--- config.mk ---
export PLATFORM = sky130hd
export DESIGN_NAME = io_timer_port
export DESIGN_NICKNAME = d
export VERILOG_FILES = /design/src/rtl/io_timer_port.sv
export SDC_FILE = /design/constraint.sdc
export NUM_CORES = 1
export LEC_CHECK = 0
export CAP_MARGIN = 5
export CORE_ASPECT_RATIO = 2
export CORE_MARGIN = 1
export CORE_UTILIZATION = 51
export CTS_BUF_LIST = sky130_fd_sc_hd__clkbuf_16
export DETAILED_ROUTE_END_ITERATION = 12
export GPL_ROUTABILITY_DRIVEN = 0
export PLACE_DENSITY = 0.88
export SLEW_MARGIN = 25
export SYNTH_ARGS = -nofsm -noshare
export SYNTH_HDL_FRONTEND = slang
export SYNTH_SLANG_ARGS = --single-unit
--- constraint.sdc ---
create_clock -name clk -period 3.31 [get_ports clk]
set_input_delay 0.662 -clock clk [delete_from_list [all_inputs] [get_ports clk]]
set_output_delay 0.662 -clock clk [all_outputs]
set_load 0.05 [all_outputs]
--- src/rtl/io_timer_port.sv ---
// io_timer_port: memory-mapped IO port with an LED register, a synchronized
// switch input and a 32-bit down-counting timer that can raise an interrupt.
//
// Ports
//   clk         system clock, all state updates on the rising edge
//   rst         synchronous active-high reset
//   io_ce_i     IO chip enable (1 = access this cycle)
//   iowenb_i    1 = write, 0 = read (meaningful only with io_ce_i = 1)
//   ioaddr_i    IO address, register select on bits [4:2]
//   io_wdata_i  write data
//   io_rdata_o  combinational read data (0 when not reading)
//   switch_i    asynchronous board switches
//   led_o       LED register
//   irq_o       timer interrupt level (expired AND ien)
//   dbg_state   timer state for observation: 0 IDLE, 1 RUN, 2 EXPIRED
//
// Register map on ioaddr_i[4:2]:
//   0 LED (RW [15:0])  1 SW (RO)  2 TCTRL (RW: b0 en, b1 autoreload, b2 ien)
//   3 TLOAD (RW)  4 TCOUNT (RO)  5 TSTAT (b0 expired, write-1-to-clear)
//   6, 7 unmapped
//
// Access protocol: any cycle with io_ce_i = 1 is a complete access. A write
// (iowenb_i = 1) is captured at that cycle's rising edge; a read
// (iowenb_i = 0) returns data combinationally in the same cycle and has no
// side effects. There is no backpressure: the port is always ready.
module io_timer_port (
    input  logic        clk,
    input  logic        rst,
    input  logic        io_ce_i,
    input  logic        iowenb_i,
    input  logic [31:0] ioaddr_i,
    input  logic [31:0] io_wdata_i,
    output logic [31:0] io_rdata_o,
    input  logic [15:0] switch_i,
    output logic [15:0] led_o,
    output logic        irq_o,
    output logic [1:0]  dbg_state
);

    typedef enum logic [1:0] {
        IDLE    = 2'd0,
        RUN     = 2'd1,
        EXPIRED = 2'd2
    } timer_state_t;

    localparam logic [2:0] A_LED    = 3'd0;
    localparam logic [2:0] A_SW     = 3'd1;
    localparam logic [2:0] A_TCTRL  = 3'd2;
    localparam logic [2:0] A_TLOAD  = 3'd3;
    localparam logic [2:0] A_TCOUNT = 3'd4;
    localparam logic [2:0] A_TSTAT  = 3'd5;

    timer_state_t state;
    logic [15:0]  led_q;
    logic [15:0]  sw_meta;
    logic [15:0]  sw_sync;
    logic [2:0]   tctrl;
    logic [31:0]  tload;
    logic [31:0]  tcount;
    logic         expired;

    logic [2:0]   reg_sel;
    logic         wr_en;
    logic         ctrl_wr;
    logic         stat_clr;
    logic [31:0]  load_next;
    logic         ar_eff;
    logic         stop_req;
    logic         expire_evt;
    logic         unused_addr_bits;

    assign reg_sel   = ioaddr_i[4:2];
    assign wr_en     = io_ce_i & iowenb_i;
    assign ctrl_wr   = wr_en && (reg_sel == A_TCTRL);
    assign stat_clr  = wr_en && (reg_sel == A_TSTAT) && io_wdata_i[0];
    // A start or reload on the same edge as a TLOAD write uses the new value.
    assign load_next = (wr_en && (reg_sel == A_TLOAD)) ? io_wdata_i : tload;
    // Autoreload written on the expiring edge already applies to that expiry.
    assign ar_eff    = ctrl_wr ? io_wdata_i[1] : tctrl[1];
    // Writing en = 0 while running stops the timer and suppresses expiry.
    assign stop_req  = ctrl_wr && !io_wdata_i[0];
    assign expire_evt = (state == RUN) && !stop_req && (tcount == 32'd0);

    assign unused_addr_bits = ^{ioaddr_i[31:5], ioaddr_i[1:0]};

    always_ff @(posedge clk) begin
        if (rst) begin
            state   <= IDLE;
            led_q   <= 16'h0;
            sw_meta <= 16'h0;
            sw_sync <= 16'h0;
            tctrl   <= 3'b000;
            tload   <= 32'h0;
            tcount  <= 32'h0;
            expired <= 1'b0;
        end else begin
            sw_meta <= switch_i;
            sw_sync <= sw_meta;

            if (wr_en && (reg_sel == A_LED)) begin
                led_q <= io_wdata_i[15:0];
            end
            tload <= load_next;

            // Set has priority over write-1-to-clear.
            if (expire_evt) begin
                expired <= 1'b1;
            end else if (stat_clr) begin
                expired <= 1'b0;
            end

            if (ctrl_wr) begin
                tctrl <= io_wdata_i[2:0];
            end

            case (state)
                IDLE, EXPIRED: begin
                    if (ctrl_wr) begin
                        if (io_wdata_i[0]) begin
                            state  <= RUN;
                            tcount <= load_next;
                        end else begin
                            state <= IDLE;
                        end
                    end
                end
                RUN: begin
                    if (stop_req) begin
                        state <= IDLE;
                    end else if (tcount != 32'd0) begin
                        tcount <= tcount - 32'd1;
                    end else if (ar_eff) begin
                        tcount <= load_next;
                    end else begin
                        // One-shot expiry: count stays at 0 and en drops.
                        state    <= EXPIRED;
                        tctrl[0] <= 1'b0;
                    end
                end
                default: state <= IDLE;
            endcase
        end
    end

    always_comb begin
        io_rdata_o = 32'h0;
        if (io_ce_i && !iowenb_i) begin
            case (reg_sel)
                A_LED:    io_rdata_o = {16'h0, led_q};
                A_SW:     io_rdata_o = {16'h0, sw_sync};
                A_TCTRL:  io_rdata_o = {29'h0, tctrl};
                A_TLOAD:  io_rdata_o = tload;
                A_TCOUNT: io_rdata_o = tcount;
                A_TSTAT:  io_rdata_o = {31'h0, expired};
                default:  io_rdata_o = 32'h0;
            endcase
        end
    end

    assign led_o     = led_q;
    assign irq_o     = expired & tctrl[2];
    assign dbg_state = state;

endmodule

==> run_results.csv <==
group,metric,value,unit
yosys,synthAdderAreaFrac,0.415,%
hold_path,hp-class,"reg2reg",
setup_path,worstPathBufferInverterCount,3,
cells_and_area,area_growth,36.5,%
sta,finClkSkew,0.00524,ns
sta,final_max_slew_viol_count,0,
route,drtIter0Drc,691,
route,vias,6298,
power,p_sw,895,µW
yosys,synth_top_family_by_area,"simple AND/OR/NAND/NOR gates",
yosys,synth-async-reset-ratio,0,%
global_route,antenna_found_initial,0,
global_route,grt_max_degree,45,
global_route,grt_pass1_vias,6330,
clocking,cts_inserted_buffers,17,
yosys,syn_nets,823,
hold_path,worstHoldStart,"sw_meta[11]$_SDFF_PP0_",
power,switching_share,25.4,%
sta,holdWs,0.437,ns
route,via_per_inst,6.37,
power,leakage,3.05,nW
yosys,synth_cells,737,
yosys,synth_cell_types,63,
yosys,synth-xor-area-share,0.145,%
power,clkPwrFrac,48.8,%
power,ir_worst_vdd,0.478,mV
outcome,status,"finished, final reports clean",
yosys,synth-compound-area-share,19.9,%
die,num_io_pins,135,
clocking,clock_latency,0.42,ns
route,totalWireLength,19300,µm
die,coreArea,0.0114,mm²
yosys,mappedNetlistArea,0.00602,mm²
clocking,htreeDepth,4,
yosys,muxShareOfSynthArea,9.47,%
route,route.detailed.drc,0,
power,p_seq_share,41.5,%
setup_path,critPathKind,"in2out",
global_route,grt_use_total,32.5,%
clocking,hold_buffers,0,
flow_run,maxCapViolCount,0,
yosys,synth-seq-cells,118,
setup_path,slowest_delay,0.52,ns
setup_path,crit_required,2.65,ns
yosys,synth-edff-count,0,
sta,tns,0,ns
setup_path,cp_cell_sequence,"clkdlybuf4s50_1 > buf_12 > mux4_2 > nor2b_1 > a21oi_1 > nor2_1 > buf_12",
setup_path,crit_path_start_kind,"input pin",
route,ant_nets,0,
route,drt-wirelength-per-cell,19.5,µm
setup_path,critPathSlowestCell,"mux4_2",
clocking,cts_resized,0,
setup_path,timing.rr.start,"tcount[1]$_SDFFE_PP0P_",
cells_and_area,final_common_cell,"dfxtp_1",
cells_and_area,fillers,818,
setup_path,arrival,2.49,ns
clocking,cts_tree,"yes",
setup_path,worst_setup_path_end_kind,"output port",
die,fp.dieH,156,µm
yosys,syn-mean-instance-area,8.17,µm²
clocking,path_clk_slew,0.06,ns
cells_and_area,final_cell_mix,"dfxtp_1, nor2_1, a21oi_1",
sta,slew_headroom,51.4,%
global_route,grt_pass1_wl,30900,µm
global_route,overflow,0,
power,p_int,2.63,mW
sta,hold_violations,0,
cells_and_area,n_antenna_cell,0,
sta,worst_pin_slew,0.723,ns
yosys,ys_warn_count,0,
clocking,cts_root_buf,"clkbuf_16",
die,die_area,0.0123,mm²
setup_path,cp_common_cell,"buf_12",
sta,rsz0062_at_grt,"no",
cells_and_area,drive_gt1_share,15.6,%
yosys,ys.flop_type,"dfxtp_1",
die,core.rowCount,55,
power,combPwrFrac,9.7,%
sta,fin_crit_sh,95.3,%
cells_and_area,finish.utilization,72.0,%
placement,port_buffers,105,
sta,fin_crit,3.15,ns
setup_path,crit_fanout,25,
placement,hpwl,12900,µm
clocking,postCtsSetupBuffers,0,
sta,setup_viol,0,
route,first_pass_iters,6,
setup_path,crit_family,"buffers and inverters",
setup_path,crit_start,"ioaddr_i[2]",
power,powerDensity,428,mW/mm²
clocking,max-clock-path-buffers,2,
die,die_w,78.9,µm
clocking,clock_sinks,118,
sta,max_freq,317,MHz
yosys,synthSimpleGateAreaFrac,25.8,%
die,start_util,52.7,%
cells_and_area,fin_nets,920,
yosys,ys_seq_area_share,39.2,%
==> registers in the layout (all words and copies together) (netlist names) <==
| register | count |
|---|---|
| dbg_state | 2 |
| expired | 1 |
| led_o | 16 |
| sw_meta | 16 |
| sw_sync | 16 |
| tcount | 32 |
| tctrl | 3 |
| tload | 32 |
==> power groups by stage <==
stage	clock (mW)	combinational [mW]	sequential, mW
final	1.72	0.340	1.46
after global routing	1.81	0.361	1.46
after CTS	1.73	0.334	1.46
after detailed placement	0	0.328	1.49
after global placement	0	0.324	1.49
after floorplan	0	0.171	1.50
==> metrics by stage <==
stage / setup WS (ns) / total power [mW] / cells / cell area [µm²]
2_1_floorplan: 0.0533 / 1.67 / 737 / 6040
3_3_place_gp: 0.180 / 1.81 / 957 / 7670
3_5_place_dp: 0.175 / 1.82 / 957 / 7670
4_1_cts: 0.141 / 3.53 / 989 / 8220
5_1_grt: 0.0817 / 3.63 / 989 / 8220
6_report: 0.156 / 3.52 / 989 / 8220
==> cell type report <==
| type | count | area, µm² | share of cell area [%] |
|---|---|---|---|
| Timing Repair Buffer | 137 | 1680 | 20.5 |
| Tap cell | 142 | 178 | 2.16 |
| Sequential cell | 118 | 2360 | 28.7 |
| Clock inverter | 15 | 130 | 1.58 |
| Inverter | 14 | 52.6 | 0.639 |
| Clock buffer | 17 | 425 | 5.17 |
| Multi-Input combinational cell | 546 | 3390 | 41.2 |
==> logic make-up (layout without fill, tap and decap cells) <==
kind of cell / Yosys count / count (layout)
muxes: 54 / 54
AOI/OAI and AO/OA: 183 / 183
xor gates and xnor gates: 1 / 1
adders and majority gates: 2 / 2
buffers and inverters: 73 / 183
DFF: 118 / 118
and+or+nand+nor: 306 / 306
==> final timing paths <==
kind,endpoint,slack [ns],cells past startpoint
hold reg to reg,sw_sync[11]$_SDFF_PP0_,0.44,1
setup / recovery,io_rdata_o[2],0.16,7
hold / removal,sw_sync[11]$_SDFF_PP0_,0.44,1
setup reg to reg,tcount[30]$_SDFFE_PP0P_,0.43,8
==> cells in the mapped netlist (6+ instances only) <==
cell type	number	share of area [%]
mux2i_1	48	8.0
nand2_1	54	3.4
buf_1	7	0.44
a31oi_1	6	0.62
nor4_1	14	1.5
nand4_1	7	0.73
and2_1	7	0.73
clkbuf_1	41	2.6
o32ai_1	6	0.87
a21oi_1	77	6.4
a32o_1	10	1.7
nor2_1	110	6.9
inv_1	13	0.81
nand3_1	15	1.2
buf_2	8	0.66
or4_1	9	1.1
nor2b_1	39	4.0
nor3_1	14	1.2
dfxtp_1	118	39
a22oi_1	18	2.2
o21ai_0	24	2.0
or3_1	11	1.1
==> per-layer routing <==
metal	global-route usage, %	wire length [µm]
met5	0	0
met4	22.3	1060
met3	6.67	1420
met2	57.2	10100
met1	34.0	6760
No activity file was read; power rests on OpenSTA's default activity.
